$ cat src/rtl/sync_seq_pkg.sv
// sync_seq_pkg: shared state encoding and default widths for the sync sequencer
package sync_seq_pkg;
    typedef enum logic [1:0] {IDLE, DELAY, RUN} state_t;
    localparam int DEF_CNT_W = 32;
    localparam int DEF_PER_W = 16;
endpackage

$ cat src/rtl/sync_period_counter.sv
// sync_period_counter: loadable down-counter with terminal count, used for delay and half-period phases
module sync_period_counter #(
    parameter int W = 32
) (
    input  logic         clk,
    input  logic         reset,
    input  logic         load,
    input  logic         en,
    input  logic [W-1:0] value,
    output logic         tc
);
    logic [W-1:0] count;
    always_ff @(posedge clk) begin
        if (reset) count <= '0;
        else if (load) count <= value;
        else if (en && count != '0) count <= count - W'(1);
    end
    assign tc = count <= W'(1);
endmodule

$ cat src/rtl/sync_sequencer.sv
// sync_sequencer: delayed, optionally bounded square-wave burst generator with stop and done signalling
module sync_sequencer
    import sync_seq_pkg::*;
#(
    parameter int FREQ_CLK = 50000000,
    parameter int CNT_W    = DEF_CNT_W,
    parameter int PER_W    = DEF_PER_W
) (
    input  logic             clk,
    input  logic             reset,
    input  logic             start,
    input  logic             stop,
    input  logic [CNT_W-1:0] cfg_half_period,
    input  logic [CNT_W-1:0] cfg_delay,
    input  logic [PER_W-1:0] cfg_periods,
    output logic             syncout,
    output logic             busy,
    output logic             edge_pulse,
    output logic             done
);
    state_t state;
    logic [CNT_W-1:0] half_lat, h_eff, cnt_value;
    logic [PER_W-1:0] per_lat, per_cnt;
    logic go, halt, cnt_load, tc, last;
    // Entering RUN loads a count of 1 so the first rise lands on the next edge
    always_comb begin
        h_eff     = half_lat == '0 ? CNT_W'(FREQ_CLK) : half_lat;
        go        = state == IDLE && start && !stop;
        halt      = state != IDLE && stop;
        cnt_load  = go || (!halt && state != IDLE && tc);
        cnt_value = state == IDLE ? (cfg_delay == '0 ? CNT_W'(1) : cfg_delay) :
                    state == DELAY ? CNT_W'(1) : h_eff;
        last      = state == RUN && tc && syncout && per_lat != '0 && per_cnt == per_lat - PER_W'(1);
    end
    sync_period_counter #(.W(CNT_W)) u_cnt (
        .clk   (clk),
        .reset (reset),
        .load  (cnt_load),
        .en    (state != IDLE),
        .value (cnt_value),
        .tc    (tc)
    );
    always_ff @(posedge clk) begin
        if (reset) begin
            state      <= IDLE;
            syncout    <= 1'b0;
            busy       <= 1'b0;
            edge_pulse <= 1'b0;
            done       <= 1'b0;
            half_lat   <= '0;
            per_lat    <= '0;
            per_cnt    <= '0;
        end else begin
            edge_pulse <= 1'b0;
            done       <= 1'b0;
            if (go) begin
                half_lat <= cfg_half_period;
                per_lat  <= cfg_periods;
                per_cnt  <= '0;
                state    <= cfg_delay == '0 ? RUN : DELAY;
                busy     <= 1'b1;
            end else if (halt) begin
                state      <= IDLE;
                busy       <= 1'b0;
                done       <= 1'b1;
                syncout    <= 1'b0;
                edge_pulse <= syncout;
            end else if (state == DELAY && tc) begin
                state <= RUN;
            end else if (state == RUN && tc) begin
                syncout    <= !syncout;
                edge_pulse <= 1'b1;
                if (syncout && per_cnt != '1) per_cnt <= per_cnt + PER_W'(1);
                if (last) begin
                    state <= IDLE;
                    busy  <= 1'b0;
                    done  <= 1'b1;
                end
            end
        end
    end
endmodule

$ cat config.mk
export PLATFORM = sky130hd
export DESIGN_NAME = sync_sequencer
export DESIGN_NICKNAME = d
export VERILOG_FILES = /design/src/rtl/sync_seq_pkg.sv /design/src/rtl/sync_period_counter.sv /design/src/rtl/sync_sequencer.sv
export SDC_FILE = /design/constraint.sdc
export NUM_CORES = 1
export LEC_CHECK = 0
export CAP_MARGIN = 25
export CORE_ASPECT_RATIO = 1.25
export CORE_MARGIN = 2
export CORE_UTILIZATION = 50
export CTS_CLUSTER_DIAMETER = 100
export CTS_CLUSTER_SIZE = 30
export DETAILED_ROUTE_END_ITERATION = 10
export PLACE_DENSITY = 0.78
export SYNTH_ARGS = -nofsm -noshare
export SYNTH_HDL_FRONTEND = slang
export SYNTH_HIERARCHICAL = 1
export SYNTH_SLANG_ARGS = --single-unit
$ cat constraint.sdc
create_clock -name clk -period 2.8 [get_ports clk]
set_input_delay 0.42 -clock clk [delete_from_list [all_inputs] [get_ports clk]]
set_output_delay 0.42 -clock clk [all_outputs]
set_load 0.02 [all_outputs]
Word level (Yosys, flattened, before mapping)
Cells that the tools add are included.
{"block": "word_totals", "ff_bits": 102, "latch_bits": 0, "ramBits": 0, "mem_bits_ro": 0, "output_inout_bits": 4, "mem_count": 0}
{"block": "op_classes", "n_addsub": 3, "n_mul": 0, "n_div": 0, "magnitude_cmp": 1, "n_eq_ne": 6, "shift": 0, "mux": 27, "bitwise": 3, "n_reduce_logical": 33}
{"cell": "32-bit 2-to-1 mux", "n": 6}
{"cell": "32-bit zero test", "n": 2}
{"cell": "32-bit by 1-bit <= comparator with 1-bit output (second input constant)", "n": 1}
{"cell": "32-bit nonzero test", "n": 1}
{"cell": "32-bit by 1-bit subtractor with 32-bit output (second input constant)", "n": 1}
{"cell": "16-bit by 1-bit adder with 16-bit output (second input constant)", "n": 1}
{"cell": "16-bit equality test", "n": 1}
{"cell": "16-bit inequality test (second input constant)", "n": 1}
{"cell": "16-bit nonzero test", "n": 1}
{"cell": "16-bit by 1-bit subtractor with 16-bit output (second input constant)", "n": 1}
{"cell": "1-bit 2-to-1 mux", "n": 15}
{"cell": "1-bit logical AND", "n": 12}
{"cell": "2-bit 2-to-1 mux", "n": 6}
{"cell": "4-bit nonzero test", "n": 2}
{"cell": "3-bit AND reduction", "n": 2}
{"cell": "2-bit nonzero test", "n": 3}
{"cell": "3-bit nonzero test", "n": 2}
{"cell": "4-bit AND reduction", "n": 1}
{"cell": "1-bit zero test", "n": 3}
{"cell": "3-bit inequality test (second input constant)", "n": 1}
{"cell": "1-bit NOT", "n": 3}
{"cell": "2-bit by 1-bit equality test with 1-bit output (second input constant)", "n": 1}
{"cell": "2-bit equality test (second input constant)", "n": 1}
{"cell": "2-bit zero test", "n": 1}
{"cell": "other kinds (4)", "n": 4}

Depth between registers and ports, before layout
Gate-level depths: netlist (run 1).
{"block": "depth", "word_depth": 10, "ltp_mapped": 11, "ltp_nobuf": 10}

Hierarchy
Netlist (run 1), hierarchy kept.
{"mod": "sync_sequencer", "n_inst": 1, "cells_each": 509, "area_each_um2": 3801.1, "seq_area_each_um2": 1401.3}
{"mod": "sync_period_counter", "n_inst": 1, "cells_each": 243, "area_each_um2": 2069.5, "seq_area_each_um2": 640.6}

Least setup slack after synthesis (run 1)
OpenSTA, ideal clock, no wires.
{"block": "synth_path", "path_kind": "register to register", "from": "register u_cnt.count[27]", "to": "register per_cnt[6]", "arrival_ns": 2.706, "setup_slack_ns": -0.034, "path_stages_with_launch": 10, "path_buffers": 0, "path_cell_list": "dfxtp_1 > nor4_1 > nand4_1 > nor3_1 > nand3b_1 > or4b_1 > o21ba_2 > nand4_1 > xor2_1 > nor2_1"}
{"block": "synth_via", "elab_chain_len": 4, "elab_cells_between_ends": 5}
{"item": "from (decl)", "line_no": "sync_period_counter.sv:12", "rtl": "logic [W-1:0] count;"}
{"item": "from (signal assigned)", "line_no": "sync_period_counter.sv:15", "rtl": "else if (load) count <= value;"}
{"item": "from (signal assigned)", "line_no": "sync_period_counter.sv:16", "rtl": "else if (en && count != '0) count <= count - W'(1);"}
{"item": "32-bit by 1-bit <= comparator with 1-bit output (*)", "line_no": "sync_period_counter.sv:18", "rtl": "assign tc = count <= W'(1);"}
{"item": "named net tc", "line_no": "sync_sequencer.sv:24", "rtl": "logic go, halt, cnt_load, tc, last;"}
{"item": "1-bit logical AND", "line_no": "sync_sequencer.sv:68", "rtl": "end else if (state == DELAY && tc) begin"}
{"item": "1-bit NOT (no line)"}
{"item": "4-bit AND reduction (no line) (*)"}
{"item": "to (signal assigned)", "line_no": "sync_sequencer.sv:73", "rtl": "if (syncout && per_cnt != '1) per_cnt <= per_cnt + PER_W'(1);"}
{"item": "to (decl)", "line_no": "sync_sequencer.sv:23", "rtl": "logic [PER_W-1:0] per_lat, per_cnt;"}
The timed path passes the listed nets; every way through them passes the cells marked *.
A chain may end at the register's enable or synchronous reset.

Worst setup path in the final report (run 1)
{"block": "layout_path", "from": "register u_cnt.count[20]", "to": "register per_cnt[6]"}
Same word-level chain as after synthesis.

==> run summary, run 1 <==
DP Worst Slack = 0.0343 ns
Cells after synthesis = 752
Pwr Total = 3820 uW
Post-synth EDFFs = 0
Status = complete, no violations
Placed Area = 0.00692 sq mm
Post-DP HPWL = 12.4 mm
Synth area leaders = dfxtp_1, nand2_1, a21oi_1
CTS Hold Bufs = 0
Die area = 0.0126 sq mm
H-tree lvl count = 3
Layout net count = 915
ANT nets after route = 0
Drt pass-1 iters = 5
Commonest non-fill, non-tap cell in the layout = nand2_1
TNS Setup = 0 ns
Syn avg cell area = 7.81 sq um
# rows = 44
Fmax = 0.375 GHz
Global-route wire length before repair = 27.8 mm
Clock Latency Late Sink = 0.34 ns
Endpoint class of the critical path = flop
Initial antenna violation count = 0
P_leak = 0.00256 uW
Top_reg_cell synth = dfxtp_1
Starting Density = 0.508
Mapped Nets = 840
Drt wl/cell = 17.7 um
Num CTS Buffers = 9
IR drop worst, VDD = 241 uV
DR iter-0 viols = 493
CTS tree = done
Worst slew margin relative to its limit = 0.567
Final Hold Violating Endpoints = 0
DIE WIDTH = 101 um
DR vias = 6020
Mapped cell area = 0.00587 sq mm
Via-per-instance ratio = 6.21
Final hold slack = 0.466 ns
CP arrival = 2.88 ns
Period utilization = 0.953
Diode count = 0
GP Congestion = 0.891
Vias in the first global route = 5789
Max-slew violation count = 0
Setup Skew = 0.00744 ns
Clock transition at path regs = 0.07 ns
Req. time, crit path = 3.01 ns
All-layer global routing usage = 0.271
Clk root buf = clkbuf_16
Post-synth ARST share = 0
Power Dens Cells = 521 mW/mm^2
P&R area growth vs syn = 24.8%
Final worst slack = 0.131 ns
Top cell type's share of synthesized area = 0.348
Leading area contributor after synthesis = dfxtp_1
Share of layout cells above drive strength 1 = 0.0999
DRT Wirelength = 17.1 mm
Sequential area share after synthesis = 0.348
Gr ovfl total = 0
I/O pins = 88
CP Class = flop to flop
CTS Buffer Depth = 2
Setup-failing EPs final = 0
Port Buffers = 87
Largest net degree at the start of global routing = 51
Die H = 125 um
Unrepaired setup endpoints after global routing = no
Number of register bits inferred by synthesis = 102
Commonest cells after routing, fill and taps aside = nand2_1, dfxtp_1, clkdlybuf4s50_1
Yosys warns = 6
Worst-Margin Slew = 0.650 ns
Remaining DRCs = 0
Final Instance Area = 0.00732 sq mm
Core ar. = 0.0116 sq mm
Maxcap violations = 0
Crit start category = flop
Critical path fanouts, max = 6
Clock net sink count = 102
Final Critical Period = 2.67 ns
Hold crit path type = flop to flop
Synth unique cells = 73
critical path: stages, from the launching register on:
cell      delay [ns]
dfxtp_2         0.35
nor4_2          0.27
buf_4           0.17
nand4_1         0.14
nor3_2          0.27
nand3b_1        0.18
or4b_4          0.55
o21ba_2         0.28
nand4_1         0.11
xor2_1          0.16
nor2_1          0.05
logic make-up (layout without fill, tap and decap cells):
| logic type | after synthesis | after routing | share of synthesized area |
|---|---|---|---|
| compound gates | 169 | 169 | 0.198 |
| xor+xnor | 49 | 49 | 0.0731 |
| simple gates | 354 | 354 | 0.309 |
| flops | 102 | 102 | 0.348 |
| mux | 6 | 6 | 0.0104 |
| buf+inv | 68 | 147 | 0.0526 |
| fa+ha+maj | 4 | 4 | 0.00853 |
registers in the layout, indices dropped and copies added, names as in the netlist:
| signal | count |
|---|---|
| busy | 1 |
| done | 1 |
| edge_pulse | 1 |
| half_lat | 32 |
| per_cnt | 16 |
| per_lat | 16 |
| state | 2 |
| syncout | 1 |
| u_cnt/count | 32 |
synth_stat cells, types with 2 or more instances:
cell type  number
nand4b_1        3
clkbuf_8        4
ha_1            4
o31ai_1         5
nor4_4          2
o21bai_1        2
xnor2_1        35
buf_4           2
nand3_1        20
or4b_1          3
xor2_1         14
a211oi_1       25
or4_1           5
and3_1          4
nor4b_1         6
a22o_1         19
mux2i_1         5
buf_2           5
nor3_1         14
a21oi_1        63
or2_2           4
clkbuf_1       41
nor3b_1         5
a311oi_1        6
nor4_1         33
nand2b_1        4
dfxtp_1       102
o211ai_1        4
o21ai_0        16
nor2_1         62
a2111oi_0       5
nand2_1       145
nand4_1        11
nor4_2          4
or3_1           8
and4b_1         2
a31oi_1         3
inv_1          13
o41ai_1         4
and4_1          5
nand3b_1        3
final cells by class:
class                   count  area [sq um]
fillers                   983          4240
well taps                 138           173
flip-flops and latches    102          2040
clock buffers              11           253
inverters                  15          58.8
multi-input cells         582          3610
clock inverters             4          70.1
repair buffers            117          1120
per-layer routing:
layer  track usage  up-vias  routed length [um]
li1              -     2882                   -
met1         0.323     2843                6680
met2         0.480      234                8950
met3        0.0330       61                 874
met4         0.120        0                 632
met5             0        -                   0
metrics by stage:
stage | utilization | instances
3_5_place_dp | 0.599 | 954
6_report | 0.634 | 969
3_3_place_gp | 0.599 | 954
2_1_floorplan | - | 752
4_1_cts | 0.627 | 969
5_1_grt | 0.634 | 969
where the power goes:
| part | internal, uW | switching, uW |
|---|---|---|
| combinational | 401 | 427 |
| sequential | 1530 | 103 |
| clock | 824 | 535 |
final timing paths:
| kind | startpoint | slack (ns) | depth (start not counted) | end |
|---|---|---|---|---|
| worst min-delay path | half_lat[19] | 0.47 | 2 | half_lat[19] |
| worst min register to register | half_lat[19] | 0.47 | 2 | half_lat[19] |
| worst max-delay path | u_cnt/count[20] | 0.13 | 10 | per_cnt[6] |
| worst max register to register | u_cnt/count[20] | 0.13 | 10 | per_cnt[6] |
what timing repair did:
action,in CTS,in global routing
buffers inserted,0,0
setup endpoints to repair,0,39
resized for setup,0,15
Power figures use the tool's default switching activity.
==> run 2: changes to the inputs <==
PLACE_DENSITY = 0.89   (was 0.78)
clock period = 2.4 ns   (was 2.8 ns; I/O delays follow)
==> run 2 against run 1 <==
The flow now finishes with violations (negative setup slack). Non-clock buffer count grew 74. Critical path depth rose by 2. Routed wire length increased by 21%. Largest cell class unchanged.
==> run summary, run 2 (synthesized netlist as in run 1, its figures left out) <==
Via-per-instance ratio = 6.42 (+3.3%)
Fmax = 0.358 GHz (-4.3%)
CTS tree = done
Die H = 125 um (unchanged)
CP arrival = 3.03 ns (+0.15 ns)
Met2 GRT Util = 0.512 (+0.0314)
Req. time, crit path = 2.64 ns (-0.37 ns)
Max-slew violation count = 0 (unchanged)
Final Hold Violating Endpoints = 0 (unchanged)
Critical path fanouts, max = 5 (-1)
IR drop worst, VDD = 306 uV (+27%)
CP Class = flop to flop
Global-route wire length before repair = 30.3 mm (+9.1%)
Remaining DRCs = 0 (unchanged)
P_leak = 0.00300 uW (+17%)
# rows = 44 (unchanged)
Final worst slack = -0.390 ns (-0.520 ns)
Drt pass-1 iters = 7 (+2)
Grt met3 use = 0.0537 (+0.0207)
ANT nets after route = 0 (unchanged)
Setup Skew = 0.0126 ns (+0.00519 ns)
Share of layout cells above drive strength 1 = 0.218 (+0.118)
Final Critical Period = 2.79 ns (+0.120 ns)
Hold crit path type = flop to flop
Status = complete, but fails checks
DP Worst Slack = -0.168 ns (-0.203 ns)
Largest net degree at the start of global routing = 44 (-14%)
Util after Layout = 0.709 (+0.0756)
Final Instance Area = 0.00820 sq mm (+12%)
CTS Buffer Depth = 2 (unchanged)
H-tree lvl count = 3 (unchanged)
Unrepaired setup endpoints after global routing = yes
DIE WIDTH = 101 um (unchanged)
GRT Max-Usage Layer = met2
Endpoint class of the critical path = flop
Placed Area = 0.00745 sq mm (+7.7%)
Port Buffers = 87 (unchanged)
Vias in the first global route = 6281 (+8.5%)
Diode count = 0 (unchanged)
Layout net count = 990 (+8.2%)
Fill cells = 804 (-18%)
Die area = 0.0126 sq mm (unchanged)
Gr ovfl total = 0 (unchanged)
All-layer global routing usage = 0.299 (+0.0283)
Num CTS Buffers = 9 (unchanged)
Initial antenna violation count = 0 (unchanged)
Crit start category = flop
Setup-failing EPs final = 29 (+29)
Clock net sink count = 102 (unchanged)
Starting Density = 0.508 (unchanged)
Worst slew margin relative to its limit = 0.422 (-0.145)
DR vias = 6707 (+11%)
Layout Cells excl Fill = 1045 (+7.8%)
P&R area growth vs syn = 39.7%
Clk root buf = clkbuf_16
Worst-Margin Slew = 0.867 ns (+0.217 ns)
DRT Wirelength = 20.7 mm (+21%)
Period utilization = 1.16 (+0.209)
Maxcap violations = 0 (unchanged)
I/O pins = 88 (unchanged)
GR Util met1 = 0.347 (+0.0238)
Drt wl/cell = 19.8 um (+12%)
Inst Count DP = 1013 (+6.2%)
Clock transition at path regs = 0.07 ns (about the same)
Biggest regs = half_lat: 32 flops, u_cnt/count: 32 flops
Commonest non-fill, non-tap cell in the layout = nand2_1
Clock Latency Late Sink = 0.36 ns (+0.02 ns)
DR iter-0 viols = 752 (+53%)
Power Dens Cells = 575 mW/mm^2 (+10%)
GP Congestion = 0.972 (+9.0%)
Commonest cells after routing, fill and taps aside = nand2_1, buf_4, dfxtp_1
Pwr Total = 4710 uW (+23%)
Failing checks = negative setup slack
Core ar. = 0.0116 sq mm (unchanged)
Post-DP HPWL = 13.0 mm (+4.8%)
run 2: cell types whose count changed in the layout (fill, tap and decap cells not counted), moves of 4 or more:
| cell | delta |
|---|---|
| a2111oi_0 | -4 |
| buf_4 | +70 |
| buf_6 | +4 |
| dfxtp_1 | -6 |
| dfxtp_2 | +6 |
| nor2_1 | -4 |
| nor4_1 | -6 |
run 2: worst paths after layout:
check | from | endpoint | slack, ns | cells after the start
max | u_cnt/count[18] | per_cnt[0] | -0.39 | 12
min | half_lat[13] | half_lat[13] | 0.47 | 2
max reg2reg | u_cnt/count[18] | per_cnt[0] | -0.39 | 12
min reg2reg | half_lat[13] | half_lat[13] | 0.47 | 2
run 2: layout make-up:
type / instances / area, sq um / area share
Clock buffer: 12 / 246 / 0.0301
Inverter: 15 / 61.3 / 0.00748
Clock inverter: 4 / 70.1 / 0.00855
Sequential cell: 102 / 2050 / 0.250
Multi-Input combinational cell: 583 / 3910 / 0.477
Timing Repair Buffer: 191 / 1690 / 0.206
Tap cell: 138 / 173 / 0.0211
run 2: worst max-delay path, cell delays in order, from the launching register on:
cell and delay [ns]:
dfxtp_1 0.33, nor4_2 0.37, nand4_1 0.25, nor3_4 0.22, nand3b_1 0.18, buf_4 0.18, buf_6 0.12, nor3b_4 0.29
o31ai_4 0.20, buf_6 0.17, buf_6 0.11, xor2_1 0.17, nor2_1 0.08
run 2: per-stage QoR:
step                hold WS (ns)  TNS (ns)
global placement           0.456     -1.13
detailed placement         0.463     -2.82
global route               0.499    -11.56
finish                     0.471     -5.72
CTS                        0.472    -0.790
floorplan                  0.446    -0.260
run 2: layer usage:
metal,up-vias,share of wire
li1,3035,-
met1,3117,0.36
met2,427,0.50
met3,128,0.076
met4,0,0.061
met5,-,0
run 2: power by group:
| part | internal, uW | switching [uW] | total (uW) |
|---|---|---|---|
| sequential | 1790 | 104 | 1890 |
| clock | 941 | 675 | 1620 |
| combinational | 583 | 621 | 1200 |
run 2: what timing repair did:
| action | CTS | global route |
|---|---|---|
| gates cloned | 1 | 0 |
| endpoints found under the setup margin | 42 | 48 |
| gates resized for setup | 19 | 42 |
| pin swaps | 21 | 23 |
| setup buffers | 7 | 8 |
| hold buffers | 0 | 0 |
